File: src/rtl/text_pkg.sv
// Shared constants and state type for the status text panel buffer.
package text_pkg;

    localparam int unsigned ADDR_W = 8;
    localparam int unsigned CHAR_W = 7;
    localparam int unsigned BYTE_W = 8;
    localparam int unsigned DEPTH  = 256;

    localparam logic [BYTE_W-1:0] BYTE_CR = 8'h0D;
    localparam logic [BYTE_W-1:0] BYTE_LF = 8'h0A;
    localparam logic [BYTE_W-1:0] BYTE_BS = 8'h08;
    localparam logic [BYTE_W-1:0] BYTE_FF = 8'h0C;

    localparam logic [BYTE_W-1:0] PRINT_MIN_DEF  = 8'h20;
    localparam logic [BYTE_W-1:0] PRINT_MAX_DEF  = 8'h7E;
    localparam logic [CHAR_W-1:0] BLANK_CHAR_DEF = 7'h20;

    typedef enum logic {
        IDLE  = 1'b0,
        CLEAR = 1'b1
    } state_e;

endpackage

File: src/rtl/text_ram_256x7.sv
// 256x7 character RAM: one synchronous write port, one registered read port (read-before-write).
module text_ram_256x7
    import text_pkg::*;
#(
    parameter logic [CHAR_W-1:0] RST_VAL = BLANK_CHAR_DEF
) (
    input  logic              clk,
    input  logic              rst_n,
    input  logic              we_i,
    input  logic [ADDR_W-1:0] waddr_i,
    input  logic [CHAR_W-1:0] wdata_i,
    input  logic [ADDR_W-1:0] raddr_i,
    output logic [CHAR_W-1:0] rdata_o
);

    logic [CHAR_W-1:0] mem [DEPTH];
    logic [CHAR_W-1:0] rdata_q;

    // Storage array carries no reset so it maps onto plain RAM.
    always_ff @(posedge clk) begin
        if (we_i) begin
            mem[waddr_i] <= wdata_i;
        end
    end

    // Output register samples the pre-write contents on a same-address collision.
    always_ff @(posedge clk) begin
        if (!rst_n) begin
            rdata_q <= RST_VAL;
        end else begin
            rdata_q <= mem[raddr_i];
        end
    end

    assign rdata_o = rdata_q;

endmodule

File: src/rtl/status_text_buffer.sv
// Status text panel: byte stream command decoder, write cursor and clear sequencer over a 16x16 grid.
module status_text_buffer
    import text_pkg::*;
#(
    parameter logic [CHAR_W-1:0] BLANK_CHAR = BLANK_CHAR_DEF,
    parameter logic [BYTE_W-1:0] PRINT_MIN  = PRINT_MIN_DEF,
    parameter logic [BYTE_W-1:0] PRINT_MAX  = PRINT_MAX_DEF
) (
    input  logic              clk,
    input  logic              rst,
    input  logic              wr_valid,
    input  logic [BYTE_W-1:0] wr_data,
    output logic              wr_ready,
    output logic              busy,
    output logic [ADDR_W-1:0] cursor_xy,
    input  logic [ADDR_W-1:0] char_xy,
    output logic [CHAR_W-1:0] char_code
);

    state_e            state_q,   state_d;
    logic [ADDR_W-1:0] clr_cnt_q, clr_cnt_d;
    logic [ADDR_W-1:0] cursor_q,  cursor_d;
    logic              ready_q;
    logic              busy_q;

    logic              ram_we_c;
    logic [ADDR_W-1:0] ram_waddr_c;
    logic [CHAR_W-1:0] ram_wdata_c;
    logic              accept_c;

    assign accept_c = wr_valid && ready_q;

    always_ff @(posedge clk) begin
        if (!rst) begin
            state_q   <= CLEAR;
            clr_cnt_q <= '0;
            cursor_q  <= '0;
            ready_q   <= 1'b0;
            busy_q    <= 1'b1;
        end else begin
            state_q   <= state_d;
            clr_cnt_q <= clr_cnt_d;
            cursor_q  <= cursor_d;
            ready_q   <= (state_d == IDLE);
            busy_q    <= (state_d == CLEAR);
        end
    end

    // Next state, cursor update and write-port mux between clear sweep and stream bytes.
    always_comb begin
        state_d     = state_q;
        clr_cnt_d   = clr_cnt_q;
        cursor_d    = cursor_q;
        ram_we_c    = 1'b0;
        ram_waddr_c = cursor_q;
        ram_wdata_c = wr_data[CHAR_W-1:0];

        unique case (state_q)
            CLEAR: begin
                ram_we_c    = 1'b1;
                ram_waddr_c = clr_cnt_q;
                ram_wdata_c = BLANK_CHAR;
                clr_cnt_d   = clr_cnt_q + ADDR_W'(1);
                if (clr_cnt_q == ADDR_W'(DEPTH - 1)) begin
                    state_d  = IDLE;
                    cursor_d = '0;
                end
            end
            IDLE: begin
                if (accept_c) begin
                    if (wr_data >= PRINT_MIN && wr_data <= PRINT_MAX) begin
                        ram_we_c = 1'b1;
                        // {row,col} increment wraps col into row and row back to 0.
                        cursor_d = cursor_q + ADDR_W'(1);
                    end else begin
                        case (wr_data)
                            BYTE_CR: cursor_d = {cursor_q[7:4], 4'h0};
                            BYTE_LF: cursor_d = {cursor_q[7:4] + 4'd1, 4'h0};
                            BYTE_BS: begin
                                if (cursor_q[3:0] != 4'h0) begin
                                    cursor_d = {cursor_q[7:4], cursor_q[3:0] - 4'd1};
                                end
                            end
                            BYTE_FF: begin
                                state_d   = CLEAR;
                                clr_cnt_d = '0;
                            end
                            default: ;
                        endcase
                    end
                end
            end
            default: ;
        endcase
    end

    text_ram_256x7 #(
        .RST_VAL (BLANK_CHAR)
    ) u_ram (
        .clk     (clk),
        .rst_n   (rst),
        .we_i    (ram_we_c),
        .waddr_i (ram_waddr_c),
        .wdata_i (ram_wdata_c),
        .raddr_i (char_xy),
        .rdata_o (char_code)
    );

    assign wr_ready  = ready_q;
    assign busy      = busy_q;
    assign cursor_xy = cursor_q;

endmodule
File: config.mk
export PLATFORM = sky130hd
export DESIGN_NAME = status_text_buffer
export DESIGN_NICKNAME = d
export VERILOG_FILES = /design/src/rtl/text_pkg.sv /design/src/rtl/text_ram_256x7.sv /design/src/rtl/status_text_buffer.sv
export SDC_FILE = /design/constraint.sdc
export NUM_CORES = 2
export LEC_CHECK = 0
export BUFFER_PORTS_ARGS = -buffer_cell sky130_fd_sc_hd__buf_2
export CORE_MARGIN = 2
export CORE_UTILIZATION = 55
export CTS_CLUSTER_DIAMETER = 120
export DETAILED_ROUTE_END_ITERATION = 10
export GPL_TIMING_DRIVEN = 0
export HOLD_SLACK_MARGIN = 0.06
export MAX_ROUTING_LAYER = met4
export PLACE_DENSITY_LB_ADDON = 0.12
export RECOVER_POWER = 25
export SYNTH_ARGS = -nofsm -noshare
export SYNTH_HDL_FRONTEND = slang
export SYNTH_SLANG_ARGS = --single-unit
export TNS_END_PERCENT = 30
File: constraint.sdc
create_clock -name clk -period 10.6 [get_ports clk]
set_input_delay 1.06 -clock clk [delete_from_list [all_inputs] [get_ports clk]]
set_output_delay 1.06 -clock clk [all_outputs]
set_load 0.02 [all_outputs]
Word level (Yosys, flattened, before mapping) --
Memories as Yosys holds them, arrays and structs flattened. A register that Yosys moved wholly into a read port is not among the register bits. Index checks and enable logic that the tools add are counted.
Operators by class: muxes and demuxes 22, $lt $le $gt $ge 2, reduce and logical (&&, ||, !) cells 7, $add $sub $neg 4, equality and inequality tests 14, bitwise operators 2
Operator list (count):
- 8-bit 2-to-1 mux | 7
- 8-bit by 4-bit equality test with 1-bit output (second input constant) | 4
- 8-bit one-hot mux with 2 select lines | 2
- 8-bit one-hot mux with 3 select lines | 1
- 8-bit by 1-bit adder with 8-bit output (second input constant) | 2
- 8-bit equality test (second input constant) | 1
- 8-bit by 6-bit greater-or-equal comparator with 1-bit output (second input constant) | 1
- 8-bit by 7-bit less-or-equal comparator with 1-bit output (second input constant) | 1
- 1-bit 2-to-1 mux | 8
- 7-bit 2-to-1 mux | 1
- 3-bit inequality test (second input constant) | 2
- 5-bit by 3-bit inequality test with 1-bit output (second input constant) | 1
- 5-bit AND reduction | 1
- 4-bit by 1-bit adder with 4-bit output (second input constant) | 1
- 4-bit 2-to-1 mux | 1
- 2-bit by 1-bit inequality test with 1-bit output (second input constant) | 2
- 2-bit inequality test (second input constant) | 2
- 4-bit inequality test (second input constant) | 1
- 1-bit one-hot mux with 2 select lines | 2
- 4-bit AND reduction | 1
- 4-bit nonzero test | 1
- 4-bit by 1-bit subtractor with 4-bit output (second input constant) | 1
- 3-bit by 2-bit inequality test with 1-bit output (second input constant) | 1
- 3-bit AND reduction | 1
- 3 further kinds | 5
Word-level totals: output and inout bits 17, register bits after elaboration 18, memories kept 1, RAM bits 1792, logic and storage cells 57, input bits 19
Memory list:
- u_ram.mem | depth 256, width 7, read ports 1, clocked after memory_dff 1, wr ports 1, line text_ram_256x7.sv:16 | logic [CHAR_W-1:0] mem [DEPTH];

Longest topological paths before layout --
depth after elaboration 7, gate-level depth with buffers 12, mapped depth without buffers 8

By module --
From an unflattened synthesis, not the netlist that was laid out.
Unflattened totals: cells, all modules 3380, area total of the unflattened synthesis 71339.7 µm²
By module, submodules not included:
- text_ram_256x7 | sequential area each 53951.7 µm², instances 1, cells each 3206, area an instance 69965.9 µm²
- status_text_buffer | sequential area each 360.3 µm², instances 1, cells each 174, area an instance 1373.8 µm²

Worst setup path before layout --
Ideal clock, no wire load.
kind reg2reg, start point register busy (netlist name), end point memory u_ram.mem[0][0] (data pin), data arrival time 7.360 ns, period minus slack after synthesis 8.807 ns, setup time 1.447 ns, slack 1.793 ns, stages on the path, launching flop included 6, required time 9.153 ns, cell sequence dfxtp_1 > clkbuf_1 > clkbuf_1 > clkbuf_1 > clkbuf_1 > nor2b_1
RTL lines (line):
- end: declaration | text_ram_256x7.sv:16

==> metrics <==
Post-CTS Setup Bufs 0; failing checks max-capacitance violations, max-slew violations; most common cell after layout, fill and taps aside edfxtp_1; combinational family with the most area after synthesis multiplexers; Final Hold Violating Endpoints 0; CTS Sinks 1817; Critical Path AT 6.70 ns; Critical Path, Cell by Cell clkbuf_1, clkbuf_1, clkbuf_1, clkbuf_1, or2_0, clkbuf_1; Rows 132; die area 133000 µm²; area leader, netlist edfxtp_1; fmax 0.151 GHz; final cycle utilization of the critical path 62.5%; top_reg_cell synth edfxtp_1; DRC violation total after the first TritonRoute iteration 7621; largest vdd supply drop 0.160 mV; Post-synth EDFFs 1792; IO Port Bufs 31; status finished, violations left; Worst setup EP type register; Resize count post-CTS 0; H-tree level count 4; Final Wtd Congestion 1.06; Post-Synth Adder-Cell Area 0.0872%; Layout Cells excl Fill 5750; fin. max-slew vios 1020; met1 usage 49.9%; CTS tree done; Die W 365 µm; Slew @ Worst Pin 3.74 ns; Clock Latency Late Sink 0.83 ns; total track usage 39.0%; Critical Path Source Type register; CTS clk-pin slew, worst paths 0.07 ns; Hold Path Class register to register; DRT Wirelength 249 mm; most frequent cells in the layout 1792 x edfxtp_1, 332 x mux4_2, 299 x nor2_1, 223 x mux2i_1, 180 x clkbuf_16; XOR/XNOR share of the synthesized area 0%; Setup-failing EPs final 0; Total Power 14900 µW; Worst Path Required 10.68 ns; Layout Utilization 62.0%; CTS Buf Count 178; CTS Buffer Depth 3; PwrDens 185 nW/µm²; Nets 3878; placed cell count 5416; post-synthesis compound-gate area fraction 4.05%; gr ovfl total 0; Vias per Instance 7.11; Synth Area in Simple Gates 3.19%; Starting Density 55.4%; Distinct cells, synth 72; share of cells above drive strength 1 19.0%; hold_buf cts 0; DRC viols 0; max_cap viols 33; Avg Cell Area, Syn 19.9 µm²; post-synthesis sequential area ratio 75.7%; DP Wirelength 168 mm; initial antenna violation count 18; vias in the first global route 38800; routing usage on met3 14.7%; first-pass GRT wire length 331 mm; Ports 36; Core ar. 129000 µm²; Seq cells post-synth 1817; multiplexer share of the synthesized area 14.9%; async set-reset flop share out of synthesis 0%; met2 Usage GRT 54.0%; Area Overhead vs Synth 11.9%; post-route ant nets 0; crit-path max cell delay 2.69 ns; crit path kind register to register; Worst slew margin -149%; area share of the largest cell type after synthesis 75.0%; Avg WL per Cell 43.3 µm; pin count of the biggest net entering global routing 93; fin crit period 6.62 ns; slowest CP cell clkbuf_1; CTS root buf clkbuf_16; ranking of synthesized cells by area edfxtp_1 75%, mux4_2 10%, mux2i_1 3.1%; clock skew 0.0323 ns; Mapped Cells 3601; Syn Nets 3625; cell mode on critical path clkbuf_1; drt first pass iters 8; global route hottest layer met2; synthesized area 71700 µm²; crit-path max FO 76; synth warn 0; LEAKAGE 0.0256 µW; Die Y 365 µm; via count 40900; RSZ-0062 raised after global routing no
[registers in the layout, indices dropped and copies added, names as in the netlist]
signal	cells
clr_cnt_q	8
busy	1
u_ram.rdata_o	7
u_ram.mem	1792
wr_ready	1
cursor_xy	8
[synthesized netlist by cell type (19+ instances only)]
master / n
a21oi_1: 69
a22oi_1: 28
buf_2: 55
buf_6: 30
buf_8: 21
clkbuf_1: 90
dfxtp_1: 25
edfxtp_1: 1792
mux2i_1: 223
mux4_1: 33
mux4_2: 332
nand2_1: 111
nand3_1: 27
nor2_1: 299
nor3_1: 19
o21ai_0: 61
o221ai_1: 75
o22ai_1: 50
[final cells by class]
type                       count  area, µm²
buffer                       217       1420
inverter                      17       63.8
clock inverter                97        916
clock buffer                 225       4710
fill                        9167      49200
timing repair buffer          73        668
sequential                  1817      54300
antenna                       12       30.0
multi-input combinational   1550      15900
tap                         1742       2180
[worst max-delay path: cells and delay by family, from the launching register on]
| kind | cells | cell delay, ns |
|---|---|---|
| buf+inv | 5 | 4.27 |
| simple gates | 1 | 1.16 |
| flops | 1 | 0.35 |
[stage by stage]
stage,setup TNS (ns),cell area [µm²],hold slack [ns],setup WS [ns]
after floorplan,0,71700,0.473,1.79
after global placement,-9267.73,74100,0.504,-6.57
after detailed placement,0,75000,0.533,4.46
after CTS,0,80700,0.549,5.31
after global routing,0,80200,0.579,3.71
final,0,80200,0.558,3.98
[power breakdown]
part / total, µW / internal (µW) / switching (µW)
clock network: 6260 / 3490 / 2770
registers: 7780 / 7780 / 4.13
logic: 836 / 244 / 593
total: 14900 / 11500 / 3370
[worst paths after layout]
kind,from,to,slack [ns],depth (start not counted)
setup reg to reg,busy,u_ram.mem[151][5],3.98,6
setup / recovery,busy,u_ram.mem[151][5],3.98,6
hold reg to reg,clr_cnt_q[7],clr_cnt_q[7],0.56,1
hold / removal,clr_cnt_q[7],clr_cnt_q[7],0.56,1
[cells by family after synthesis]
family / after synthesis
fa+ha+maj: 5
flops: 1817
buf+inv: 234
simple gates: 534
mux: 598
compound gates: 413
[per-layer routing]
| layer | vias up | wire length (µm) |
|---|---|---|
| li1 | 15500 | - |
| met1 | 21200 | 87700 |
| met2 | 3399 | 107000 |
| met3 | 780 | 37100 |
| met4 | 0 | 17600 |
| met5 | - | 0 |
(Power assumes the default switching activity.)
